==> config.mk <==
export PLATFORM = sky130hd
export DESIGN_NAME = alu_exec_ctrl
export DESIGN_NICKNAME = d
export VERILOG_FILES = /design/src/rtl/alu_ctrl_pkg.sv /design/src/rtl/alu_exec_ctrl_regfile.sv /design/src/rtl/alu_exec_ctrl.sv
export SDC_FILE = /design/constraint.sdc
export NUM_CORES = 1
export LEC_CHECK = 0
export CORE_MARGIN = 5
export CORE_UTILIZATION = 25
export CTS_CLUSTER_DIAMETER = 200
export DETAILED_ROUTE_END_ITERATION = 8
export PLACE_DENSITY = 0.42
export SLEW_MARGIN = 40
export SYNTH_ARGS = -nofsm -noshare
export SYNTH_HDL_FRONTEND = slang
export SYNTH_SLANG_ARGS = --single-unit
==> constraint.sdc <==
create_clock -name clk -period 13.9 [get_ports clk]
set_clock_uncertainty 0.1 [all_clocks]
set_input_delay 2.78 -clock clk [delete_from_list [all_inputs] [get_ports clk]]
set_output_delay 2.78 -clock clk [all_outputs]
set_load 0.1 [all_outputs]
==> src/rtl/alu_ctrl_pkg.sv <==
// Purpose: shared encodings for the execute controller (opcodes, FSM states, flag bits).
// Latency: n/a (declarations only).
// Backpressure: n/a.
package alu_ctrl_pkg;

    // Primary opcodes, instr[15:12]
    localparam logic [3:0] OP_RTYPE = 4'b0000;
    localparam logic [3:0] OP_ADDI  = 4'b0101;
    localparam logic [3:0] OP_ADDUI = 4'b0110;
    localparam logic [3:0] OP_ADDCI = 4'b0111;
    localparam logic [3:0] OP_EXT   = 4'b1010;

    // Opcode extensions, instr[7:4]
    localparam logic [3:0] EXT_AND  = 4'b0001;
    localparam logic [3:0] EXT_OR   = 4'b0010;
    localparam logic [3:0] EXT_ADD  = 4'b0101;
    localparam logic [3:0] EXT_ADDU = 4'b0110;
    localparam logic [3:0] EXT_ADDC = 4'b0111;

    // CLFZN bit positions inside alu_flags / psr_flags
    localparam int FLAG_C = 4;
    localparam int FLAG_L = 3;
    localparam int FLAG_F = 2;
    localparam int FLAG_Z = 1;
    localparam int FLAG_N = 0;

    typedef enum logic [1:0] {
        ST_IDLE   = 2'd0,
        ST_DECODE = 2'd1,
        ST_EXEC   = 2'd2,
        ST_WB     = 2'd3
    } state_t;

    // Operand-B source chosen during DECODE
    typedef enum logic [1:0] {
        BSEL_REG  = 2'd0,
        BSEL_SEXT8 = 2'd1,
        BSEL_ZEXT8 = 2'd2,
        BSEL_ZEXT4 = 2'd3
    } bsel_t;

endpackage

==> src/rtl/alu_exec_ctrl_regfile.sv <==
// Purpose: NREGS x DW register file, two async read ports for operands plus one debug read port.
// Latency: reads combinational; write lands at the rising edge with we high.
// Backpressure: none, a write is always accepted.
module regfile_16x16 #(
    parameter int NREGS = 16,
    parameter int DW    = 16,
    parameter int AW    = $clog2(NREGS)
) (
    input  logic          clk,
    input  logic          reset,
    input  logic          we,
    input  logic [AW-1:0] waddr,
    input  logic [DW-1:0] wdata,
    input  logic [AW-1:0] raddr_a,
    output logic [DW-1:0] rdata_a,
    input  logic [AW-1:0] raddr_b,
    output logic [DW-1:0] rdata_b,
    input  logic [AW-1:0] raddr_d,
    output logic [DW-1:0] rdata_d
);

    logic [DW-1:0] mem [NREGS];

    // Storage: async clear, single synchronous write port
    always_ff @(posedge clk or posedge reset) begin
        if (reset) begin
            for (int i = 0; i < NREGS; i++) begin
                mem[i] <= '0;
            end
        end else if (we) begin
            mem[waddr] <= wdata;
        end
    end

    assign rdata_a = mem[raddr_a];
    assign rdata_b = mem[raddr_b];
    assign rdata_d = mem[raddr_d];

endmodule

==> src/rtl/alu_exec_ctrl.sv <==
// Purpose: execute controller: decode one instruction, drive the external ALU, write back result and PSR.
// Latency: accept edge E, done during cycle E+2..E+3, result visible from edge E+3; one instruction per 4 cycles.
// Backpressure: instr_ready only in IDLE; instr_valid ignored in every other state, nothing is queued.
module alu_exec_ctrl
    import alu_ctrl_pkg::*;
#(
    parameter int NREGS = 16,
    parameter int DW    = 16
) (
    input  logic          clk,
    input  logic          reset,
    input  logic          instr_valid,
    input  logic [15:0]   instr,
    output logic          instr_ready,
    output logic [DW-1:0] alu_a,
    output logic [DW-1:0] alu_b,
    output logic [3:0]    alu_opcode,
    output logic [3:0]    alu_opext,
    input  logic [DW-1:0] alu_s,
    input  logic [4:0]    alu_flags,
    output logic          done,
    output logic          err,
    output logic [4:0]    psr_flags,
    input  logic [3:0]    dbg_raddr,
    output logic [DW-1:0] dbg_rdata
);

    state_t        state, state_nxt;
    logic [15:0]   instr_q;
    logic          unsup_q;
    logic [DW-1:0] res_q;
    logic [4:0]    flags_q;
    logic [DW-1:0] rd_val, rs_val;
    logic [DW-1:0] b_val;
    logic          supported;
    bsel_t         bsel;
    logic          rf_we;

    wire [3:0] f_opc = instr_q[15:12];
    wire [3:0] f_rd  = instr_q[11:8];
    wire [3:0] f_ext = instr_q[7:4];
    wire [3:0] f_rs  = instr_q[3:0];

    wire accept = instr_valid & instr_ready;

    regfile_16x16 #(.NREGS(NREGS), .DW(DW)) u_rf (
        .clk     (clk),
        .reset   (reset),
        .we      (rf_we),
        .waddr   (f_rd),
        .wdata   (res_q),
        .raddr_a (f_rd),
        .rdata_a (rd_val),
        .raddr_b (f_rs),
        .rdata_b (rs_val),
        .raddr_d (dbg_raddr),
        .rdata_d (dbg_rdata)
    );

    // FSM state register
    always_ff @(posedge clk or posedge reset) begin
        if (reset) state <= ST_IDLE;
        else       state <= state_nxt;
    end

    // FSM next state: fixed one-cycle walk through the pipeline steps
    always_comb begin
        state_nxt = state;
        case (state)
            ST_IDLE:   if (accept) state_nxt = ST_DECODE;
            ST_DECODE: state_nxt = ST_EXEC;
            ST_EXEC:   state_nxt = ST_WB;
            ST_WB:     state_nxt = ST_IDLE;
            default:   state_nxt = ST_IDLE;
        endcase
    end

    // FSM outputs; ready is masked by reset so it stays low while reset is held
    always_comb begin
        instr_ready = (state == ST_IDLE) && !reset;
        done        = (state == ST_WB);
        err         = (state == ST_WB) && unsup_q;
        rf_we       = (state == ST_WB) && !unsup_q;
    end

    // Decode: classify the encoding and pick the operand-B source
    always_comb begin
        supported = 1'b1;
        bsel      = BSEL_REG;
        case (f_opc)
            OP_RTYPE: begin
                case (f_ext)
                    EXT_AND, EXT_OR, EXT_ADD, EXT_ADDU, EXT_ADDC: bsel = BSEL_REG;
                    default: supported = 1'b0;
                endcase
            end
            OP_ADDI, OP_ADDCI: bsel = BSEL_SEXT8;
            OP_ADDUI:          bsel = BSEL_ZEXT8;
            OP_EXT: begin
                case (f_ext)
                    EXT_ADD:  bsel = BSEL_REG;
                    EXT_ADDU: bsel = BSEL_ZEXT4;
                    default:  supported = 1'b0;
                endcase
            end
            default: supported = 1'b0;
        endcase
    end

    // Operand-B mux driven by the decoded source
    always_comb begin
        case (bsel)
            BSEL_SEXT8: b_val = {{(DW-8){instr_q[7]}}, instr_q[7:0]};
            BSEL_ZEXT8: b_val = {{(DW-8){1'b0}}, instr_q[7:0]};
            BSEL_ZEXT4: b_val = {{(DW-4){1'b0}}, instr_q[3:0]};
            default:    b_val = rs_val;
        endcase
    end

    // Datapath registers: latch instr on accept, ALU inputs at end of DECODE, ALU outputs at end of EXEC
    always_ff @(posedge clk or posedge reset) begin
        if (reset) begin
            instr_q    <= '0;
            unsup_q    <= 1'b0;
            alu_a      <= '0;
            alu_b      <= '0;
            alu_opcode <= '0;
            alu_opext  <= '0;
            res_q      <= '0;
            flags_q    <= '0;
        end else begin
            if (accept) instr_q <= instr;
            if (state == ST_DECODE) begin
                alu_a      <= rd_val;
                alu_b      <= b_val;
                alu_opcode <= f_opc;
                alu_opext  <= f_ext;
                unsup_q    <= !supported;
            end
            if (state == ST_EXEC) begin
                res_q   <= alu_s;
                flags_q <= alu_flags;
            end
        end
    end

    // PSR: whole CLFZN word replaced on a supported writeback
    always_ff @(posedge clk or posedge reset) begin
        if (reset)      psr_flags <= '0;
        else if (rf_we) psr_flags <= flags_q;
    end

endmodule

==> reports/qor.txt <==
Synth unique cells - 42
Setup CP Type - in -> out
Register bit total from synthesis - 341
Die W - 285.0 um
Min cycle time layout - 8.384 ns
Largest net degree at the start of global routing - 140
Fin crit share - 0.6032
Max-slew violation count - 0
Die height - 285.0 um
Arrival time worst endpoint - 5.50 ns
Routed wire per std cell - 27.09 um
Power per cell area - 243.2 mW/mm^2
Final nets - 1309
Post-CTS Setup Bufs - 0
Seq/Total Area, Yosys - 0.4513
FP Rows - 100
CTS H-tree depth - 2
Leak pwr - 0.009506 uW
Post-CTS sizing - 0
Mapped Area - 0.01891 sq mm
Worst setup SP type - primary input
Busiest grt layer - met2
Layout fillers - 7344
Max-cap violations - 0
Worst slew margin - 0.4306
Initial DRC count - 704
RePlAce Congestion - 0.7475
Async S/R FF share, synth - 1.000
Peak supply drop - 0.0001254 V
Syn Nets - 1242
Vias in the first global route - 12540
Pre-Repair DR Iteration Count - 5
DRC violations left - 0
Unrepaired setup endpoints after global routing - false
Clk buf depth - 3
CTS Buf Count - 42
Number of vias per cell - 5.170
Gate Count Post-Synth - 1193
Worst-Margin Slew - 0.8541 ns
Status - completed
Tot GR Track Use - 0.1494
Final Hold Fails - 0
Antenna diodes - 0
Grt met3 use - 0.02628
Hold Slack - 0.3657 ns
Core region area - 0.07470 sq mm
Antenna Nets Post-Route - 0
Reg clk slew, reported paths - 0.05 ns
Grt ovf - 0
FMAX - 119.3 MHz
Hold crit path type - reg -> reg
First-pass GRT wire length - 91000 um
Area Overhead vs Synth - 17.11%
Initial antenna violation count - 1
Met2 Usage GRT - 0.2322
Routed vias - 11690
Clk_lat worst skew - 0.56 ns
Initial Utilization - 0.2531
Root Driver - clkbuf_16
CTS tree - built
Post-synth EDFFs - 0
Total clock sinks - 341
Io pins - 108
Total Wirelength - 61240 um
DIE AREA - 0.08123 sq mm
Hold_buf cts - 0
Maximum fanout along the worst path - 36
Fin Setup TNS - 0 ns
Mean area per synthesized cell - 15.85 sq um
Final setup vio count - 0
Top_reg_cell synth - dfrtp_1
GR Layer Usage met1 - 0.2162
Nature of the critical path endpoint - output port
Hpwl dp - 37670 um
Syn. warnings - 0
Required time of the critical path - 11.02 ns
Layout cell share with drive strength beyond 1 - 0.5635
IO buf count - 107
-- report_power, final --
group	total, uW	internal (uW)	switching [uW]
sequential	1860	1340	526
combinational	2350	1030	1320
clock	1170	730	442
total	5390	3100	2290
-- cell families after synthesis --
family	count (synthesis)	synth area share
buffers and inverters	118	0.03090
flip-flops	341	0.4513
multiplexers	574	0.4635
XOR/XNOR	1	0.0004633
AND/OR/NAND/NOR	96	0.02647
AO/OA/AOI/OAI	58	0.02409
adder cells (fa/ha/maj)	5	0.003309
-- stage by stage --
stage          cell area, sq um  setup WS, ns  total power, uW  cells    util
6_report                  22140         5.516             5385   2261  0.2964
4_1_cts                   22100         5.434             5464   2260  0.2959
5_1_grt                   22140         5.293             5667   2261  0.2964
3_5_place_dp              20630         5.433             4258   2184  0.2762
2_1_floorplan             18910         1.568             3572   1193       -
3_3_place_gp              20860         4.829             4299   2182  0.2793
-- routing by layer --
layer	vias to the layer above	wire length, um
met3	75	2760
met1	6453	28950
met4	0	1629
li1	4870	-
met5	-	0
met2	291	27900
-- synth_stat cells (3+ instances only) --
library cell,instances,area [sq um]
a22o_1,3,26.28
nor2b_1,13,81.33
clkbuf_1,39,146.4
o21ai_0,12,60.06
a21o_1,3,22.52
inv_1,4,15.01
mux2_2,332,3739
dfrtp_1,341,8533
nand2_1,29,108.9
nor3_1,16,80.08
and2_1,4,25.02
nor2_1,14,52.55
and3_1,5,31.28
buf_1,9,33.78
a31oi_1,7,43.79
mux2i_1,34,340.3
a221o_1,15,150.1
nand2_2,3,18.77
nand3_1,4,20.02
buf_6,4,45.04
a22oi_1,3,22.52
ha_1,5,62.56
a221oi_1,8,70.07
mux4_2,208,4684
buf_2,46,230.2
buf_4,14,105.1
-- placed cells by master, fill, tap and decap left out, types with 16 or more instances in the layout --
cell type | synthesis | layout
clkdlybuf4s50_1 | 0 | 40
buf_2 | 46 | 65
clkbuf_16 | 0 | 45
dfrtp_1 | 341 | 335
nor3_1 | 16 | 16
mux4_2 | 208 | 208
nand2_1 | 29 | 26
mux2_2 | 332 | 332
buf_4 | 14 | 23
mux2i_1 | 34 | 34
-- area by class of cell --
cell class	instances	area [sq um]	share of cell area
repair buffers	136	1031	0.04656
inverters	5	35.03	0.001582
flip-flops and latches	341	8548	0.3860
clock buffers	65	1291	0.05831
multi-input cells	734	9846	0.4446
well taps	969	1212	0.05475
clock inverters	11	180.2	0.008137
-- final timing paths --
| kind | cells past startpoint | end | slack [ns] | startpoint |
|---|---|---|---|---|
| setup / recovery | 5 | dbg_rdata[9] | 5.52 | dbg_raddr[0] |
| hold / removal | 2 | psr_flags[2] | 0.37 | flags_q[2] |
| setup reg to reg | 5 | u_rf.mem[75] | 10.62 | instr_q[11] |
| hold reg to reg | 2 | psr_flags[2] | 0.37 | flags_q[2] |
| max in group asynchronous | 3 | u_rf.mem[239] | 9.74 | reset |
| min in group asynchronous | 2 | psr_flags[0] | 2.73 | reset |
-- critical path, stage by stage --
cell and delay, ns:
buf_4 0.50, buf_4 0.71, mux4_2 0.59, mux4_2 0.54
buf_2 0.32
-- registers in the layout, indices dropped and copies added (netlist names) --
register / count
u_rf.mem: 256
alu_a: 16
alu_b: 16
instr_q: 16
res_q: 16
flags_q: 5
psr_flags: 5
alu_opcode: 4
alu_opext: 4
state: 2
unsup_q: 1
(Power assumes the default switching activity.)
